$ cat config.mk
export PLATFORM = sky130hd
export DESIGN_NAME = poly_add_half_seq
export DESIGN_NICKNAME = d
export VERILOG_FILES = /design/src/rtl/poly_add_half_seq.sv
export SDC_FILE = /design/constraint.sdc
export NUM_CORES = 1
export LEC_CHECK = 0
export CORE_MARGIN = 2
export CORE_UTILIZATION = 30
export DETAILED_ROUTE_END_ITERATION = 10
export GPL_TIMING_DRIVEN = 0
export PLACE_DENSITY_LB_ADDON = 0.08
export SYNTH_ARGS = -nofsm -noshare
export SYNTH_HDL_FRONTEND = slang
export SYNTH_SLANG_ARGS = --single-unit
$ cat constraint.sdc
create_clock -name clk -period 13 [get_ports clk]
set_input_delay 2.6 -clock clk [delete_from_list [all_inputs] [get_ports clk]]
set_output_delay 2.6 -clock clk [all_outputs]
set_load 0.02 [all_outputs]
$ cat src/rtl/poly_add_half_seq.sv
// rtl/poly_add_half_seq.sv - Kyber poly add / add-and-halve sequencer over dual-read coefficient memory
// Optional macro RANGE_CHK_EN adds the sticky range_err output for non-canonical operands.
module poly_add_half_seq #(
    parameter int N      = 256,
    parameter int ADDR_W = 8,
    parameter int RD_LAT = 1
) (
    input  logic              clk,
    input  logic              rst_n,
    input  logic              start,
    input  logic [1:0]        mode,
    output logic              busy,
    output logic              done,
    output logic              rd_en,
    output logic [ADDR_W-1:0] rd_addr,
    input  logic [11:0]       rd_a,
    input  logic [11:0]       rd_b,
    output logic              wr_en,
    output logic [ADDR_W-1:0] wr_addr,
    output logic [11:0]       wr_data
`ifdef RANGE_CHK_EN
    ,
    output logic              range_err
`endif
);

    typedef enum logic [1:0] {IDLE, RUN, DRAIN, FIN} state_t;

    state_t              state_q, state_d;
    logic [1:0]          mode_q, mode_d;
    logic [ADDR_W-1:0]   addr_q, addr_d;
    logic [1:0]          drain_q, drain_d;
    logic [RD_LAT-1:0]   vld_q, vld_d;
    logic [ADDR_W-1:0]   padr_q [RD_LAT];
    logic [ADDR_W-1:0]   padr_d [RD_LAT];
    logic                wr_en_q, wr_en_d;
    logic [ADDR_W-1:0]   wr_addr_q, wr_addr_d;
    logic [11:0]         wr_data_q, wr_data_d;

    logic [12:0]         sum;
    logic [11:0]         red;
    logic [11:0]         half;
    logic [11:0]         res;

    assign busy    = (state_q != IDLE);
    assign done    = (state_q == FIN);
    assign rd_en   = (state_q == RUN);
    assign rd_addr = addr_q;
    assign wr_en   = wr_en_q;
    assign wr_addr = wr_addr_q;
    assign wr_data = wr_data_q;

    // Halving mod q: odd r becomes (r+q)/2 = (r>>1) + (q+1)/2.
    always_comb begin
        sum  = {1'b0, rd_a} + {1'b0, rd_b};
        red  = (sum >= 13'd3329) ? 12'(sum - 13'd3329) : sum[11:0];
        half = {1'b0, red[11:1]} + (red[0] ? 12'd1665 : 12'd0);
        res  = (mode_q == 2'd1) ? half : red;
    end

    always_comb begin
        state_d = state_q;
        mode_d  = mode_q;
        addr_d  = addr_q;
        drain_d = drain_q;
        case (state_q)
            IDLE: begin
                if (start) begin
                    state_d = RUN;
                    mode_d  = mode;
                    addr_d  = '0;
                end
            end
            RUN: begin
                addr_d = addr_q + ADDR_W'(1);
                if (addr_q == ADDR_W'(N - 1)) begin
                    state_d = DRAIN;
                    drain_d = 2'd0;
                end
            end
            DRAIN: begin
                drain_d = drain_q + 2'd1;
                // Last read returns after RD_LAT cycles, plus one for the result register.
                if (drain_q == 2'(RD_LAT)) begin
                    state_d = FIN;
                end
            end
            FIN: begin
                state_d = IDLE;
            end
            default: begin
                state_d = IDLE;
            end
        endcase
    end

    always_comb begin
        vld_d     = '0;
        vld_d[0]  = rd_en;
        padr_d[0] = rd_addr;
        for (int i = 1; i < RD_LAT; i++) begin
            vld_d[i]  = vld_q[i-1];
            padr_d[i] = padr_q[i-1];
        end
        wr_en_d   = vld_q[RD_LAT-1];
        wr_addr_d = vld_q[RD_LAT-1] ? padr_q[RD_LAT-1] : wr_addr_q;
        wr_data_d = vld_q[RD_LAT-1] ? res : wr_data_q;
    end

    always_ff @(posedge clk) begin
        if (!rst_n) begin
            state_q   <= IDLE;
            mode_q    <= 2'd0;
            addr_q    <= '0;
            drain_q   <= 2'd0;
            vld_q     <= '0;
            wr_en_q   <= 1'b0;
            wr_addr_q <= '0;
            wr_data_q <= 12'd0;
            for (int i = 0; i < RD_LAT; i++) begin
                padr_q[i] <= '0;
            end
        end else begin
            state_q   <= state_d;
            mode_q    <= mode_d;
            addr_q    <= addr_d;
            drain_q   <= drain_d;
            vld_q     <= vld_d;
            wr_en_q   <= wr_en_d;
            wr_addr_q <= wr_addr_d;
            wr_data_q <= wr_data_d;
            for (int i = 0; i < RD_LAT; i++) begin
                padr_q[i] <= padr_d[i];
            end
        end
    end

`ifdef RANGE_CHK_EN
    logic range_err_q, range_err_d;

    always_comb begin
        range_err_d = range_err_q;
        if ((state_q == IDLE) && start) begin
            range_err_d = 1'b0;
        end
        if (vld_q[RD_LAT-1] && ((rd_a >= 12'd3329) || (rd_b >= 12'd3329))) begin
            range_err_d = 1'b1;
        end
    end

    always_ff @(posedge clk) begin
        if (!rst_n) begin
            range_err_q <= 1'b0;
        end else begin
            range_err_q <= range_err_d;
        end
    end

    assign range_err = range_err_q;
`endif

endmodule

==> out/results.tsv <==
stage	metric	value	unit
floorplan	I/O pin total	61	
yosys	Post-Syn Nets	453	
sta	Final Slew Violations	0	
sta	Fmax	128	MHz
sta	Tmin final	7800	ps
route	via count	3118	
cts	CTS resizes	0	
floorplan	Total Die Area	12400	um2
cts	CTS sink cnt	44	
global_routing	Tot GR Track Use	0.146	
sta	Hold WS	478	ps
route	vias per cell	5.12	
power_and_ir_drop	P_sw	248	uW
run	Max Cap Viol	0	
setup_path	CP Class	primary input to flip-flop	
setup_path	R2R setup slack	10920	ps
cts	number of setup buffers added after CTS	0	
layout	final net count	519	
route	Iter 0 DRT Violations	112	
cts	Clock Path Buffers	2	
setup_path	CP Capture Type	flip-flop	
setup_path	Buf/Inv on CP	4	
global_routing	GRT overflow	0	
sta	normalized max-slew margin	0.514	
sta	final hold vios	0	
yosys	top cell type's share of synthesized area	0.255	
yosys	Commonest cells post-synth	dfxtp_1, nand2_1, ha_1	
yosys	Cell Area, Synth	3450	um2
yosys	top cell type by total area after synthesis	dfxtp_1	
setup_path	delay-heaviest family, CP	compound AO/OA/AOI/OAI gates	
setup_path	CP Data Required Time	13180	ps
route	Initial DRT Pass Iterations	4	
place	GP Congestion	0.842	
place	Post-Place Cell Area	4220	um2
setup_path	CP max-delay cell	clkdlybuf4s50_1	
power_and_ir_drop	sw frac	0.401	
global_routing	largest net degree at the start of global routing	16	
setup_path	CP max stage delay	460	ps
sta	Final Cycle Share	0.600	
hold_path	Worst Hold Class	flip-flop to flip-flop	
yosys	Mapped Cells	399	
power_and_ir_drop	combinational power share	0.503	
global_routing	first-pass GRT wire length	15.2	mm
place	Port Buffers	59	
layout	share of layout cells above drive strength 1	0.107	
cts	H-tree depth	2	
setup_path	CP Launch Type	primary input	
cts	cts bufs inserted	5	
global_routing	vias in the first global route	3118	
route	DRT Wirelength	8.75	mm
power_and_ir_drop	total power	620	uW
floorplan	DIE WIDTH	111	um
cts	Reg clk slew, reported paths	70	ps
sta	RSZ-0062 raised after global routing	false	
yosys	most frequent cell after synthesis	dfxtp_1	
yosys	Distinct cells, synth	80	
floorplan	Cell Rows	39	
layout	Area Overhead vs Synth	27.2	%
power_and_ir_drop	Internal	372	uW
yosys	Seq/Total Area, Yosys	0.255	
setup_path	cells along the critical path	clkdlybuf4s50_1, ha_1, inv_1, fa_1, xor2_2, nand3_1, a21oi_1, a311oi_2, a2111oi_2, buf_6, nor2_4, xnor2_4, inv_2, ha_1, ha_1, nor3b_1, a221oi_1, a32oi_4, a31o_1, a311oi_1, nor2_1, a32o_1	
power_and_ir_drop	VDD IR max	0.0846	mV
yosys	synthesized area per cell	8.66	um2
layout	design area	4400	um2
yosys	Post-synth EDFFs	0	
cts	cts hold-fix bufs	0	
cts	clk_lat worst skew	290	ps
yosys	Synth Warn #	0	
floorplan	initial core utilization	0.305	
route	WL/cell	14.4	um
place	DP HPWL	6.95	mm
route	DR DRC count	0	
yosys	Yosys reg bits	44	
power_and_ir_drop	Pleak	0.00164	uW
cts	CTS tree	built	
cts	CTS Root Cell	clkbuf_16	
route	Final ANT Viol Nets	0	
sta	setup TNS	0	ps
setup_path	Arrival @ worst endpoint	7970	ps
outcome	status	finished clean	
power_and_ir_drop	Flop pwr share	0.261	
setup_path	critical path fanouts, max	10	
floorplan	core area	11300	um2
power_and_ir_drop	Clk pwr share	0.236	
sta	# setup viols final	0	
yosys	top cells by area, synth	dfxtp_1, ha_1, nand2_1, mux2i_1, nor2b_1	
sta	actual slew at the worst max-slew pin	721	ps
yosys	Post-synth top flop	dfxtp_1	
yosys	fraction of registers with async set/reset	0	
setup_path	cell mode on critical path	ha_1	
power_and_ir_drop	P per Cell Area	141	nW/um2
layout	Ant. Diodes	0	
global_routing	antenna violations before repair	0	
floorplan	Die Y	111	um
sta	clk_skew	10.8	ps
-- registers in the layout, summed over array words and instances (netlist names) --
signal / count
state_q: 2
mode_q: 2
vld_q: 1
wr_data: 12
wr_en: 1
padr_q: 8
drain_q: 2
wr_addr: 8
rd_addr: 8
-- power by group through the flow --
stage	clock [uW]	combinational (uW)	sequential, uW
after detailed placement	0	312	165
final	147	312	162
after floorplan	0	217	173
after CTS	150	314	162
after global routing	156	347	164
after global placement	0	310	165
-- metal layers --
| layer | share of wire | track usage | vias to the layer above |
|---|---|---|---|
| li1 | - | - | 1591 |
| met1 | 0.50 | 0.194 | 1482 |
| met2 | 0.47 | 0.255 | 41 |
| met3 | 0.024 | 0.0262 | 4 |
| met4 | 0.0057 | 0.0214 | 0 |
| met5 | 0 | 0 | - |
-- cells by family (layout without fill, tap and decap cells) --
| logic type | after synthesis | in the layout | share of synthesized area |
|---|---|---|---|
| multiplexers | 16 | 16 | 0.0482 |
| AND/OR/NAND/NOR | 155 | 155 | 0.244 |
| adder cells (fa/ha/maj) | 25 | 25 | 0.0927 |
| buffers and inverters | 31 | 98 | 0.0398 |
| XOR/XNOR | 21 | 21 | 0.0652 |
| flip-flops | 44 | 44 | 0.255 |
| AO/OA/AOI/OAI | 107 | 107 | 0.255 |
-- worst paths after layout --
kind / startpoint / endpoint / depth (start not counted)
worst min register to register: mode_q[1]$_SDFFE_PN0P_ / mode_q[1]$_SDFFE_PN0P_ / 2
worst max-delay path: rd_a[0] / wr_data[10]$_SDFFE_PN0P_ / 22
worst max register to register: vld_q$_SDFF_PN0_ / wr_data[8]$_SDFFE_PN0P_ / 4
worst min-delay path: mode_q[1]$_SDFFE_PN0P_ / mode_q[1]$_SDFFE_PN0P_ / 2
-- layout make-up --
type,count,area [um2]
Clock buffer,5,125
Clock inverter,3,46.3
Multi-Input combinational cell,324,2440
Timing Repair Buffer,59,591
Tap cell,143,179
Buffer,15,77.6
Inverter,16,60.1
Sequential cell,44,881
Fill cell,1202,6930
-- per-stage QoR --
step,std cells,util,worst slack (ps)
floorplan,399,-,6030
global placement,601,0.373,4890
detailed placement,601,0.373,4820
CTS,609,0.388,5140
global route,609,0.388,4780
finish,609,0.388,5200
-- placed cells by master, fill, tap and decap left out, types with 9 or more instances in the layout --
cell	count
clkdlybuf4s50_1	59
dfxtp_1	44
nand2_1	41
ha_1	24
nor2_1	23
o21ai_0	19
nor2b_1	16
inv_1	15
and2_1	13
mux2i_1	13
a21oi_1	12
xnor2_1	10
nor3_1	9
clkbuf_1	9
-- worst reg2reg max path, stage by stage (launching register included) --
cell	delay, ps
dfxtp_1	410
buf_1	540
clkbuf_1	550
nand2_1	210
o32ai_2	280
Note: power is estimated with default switching activity, not from simulation.
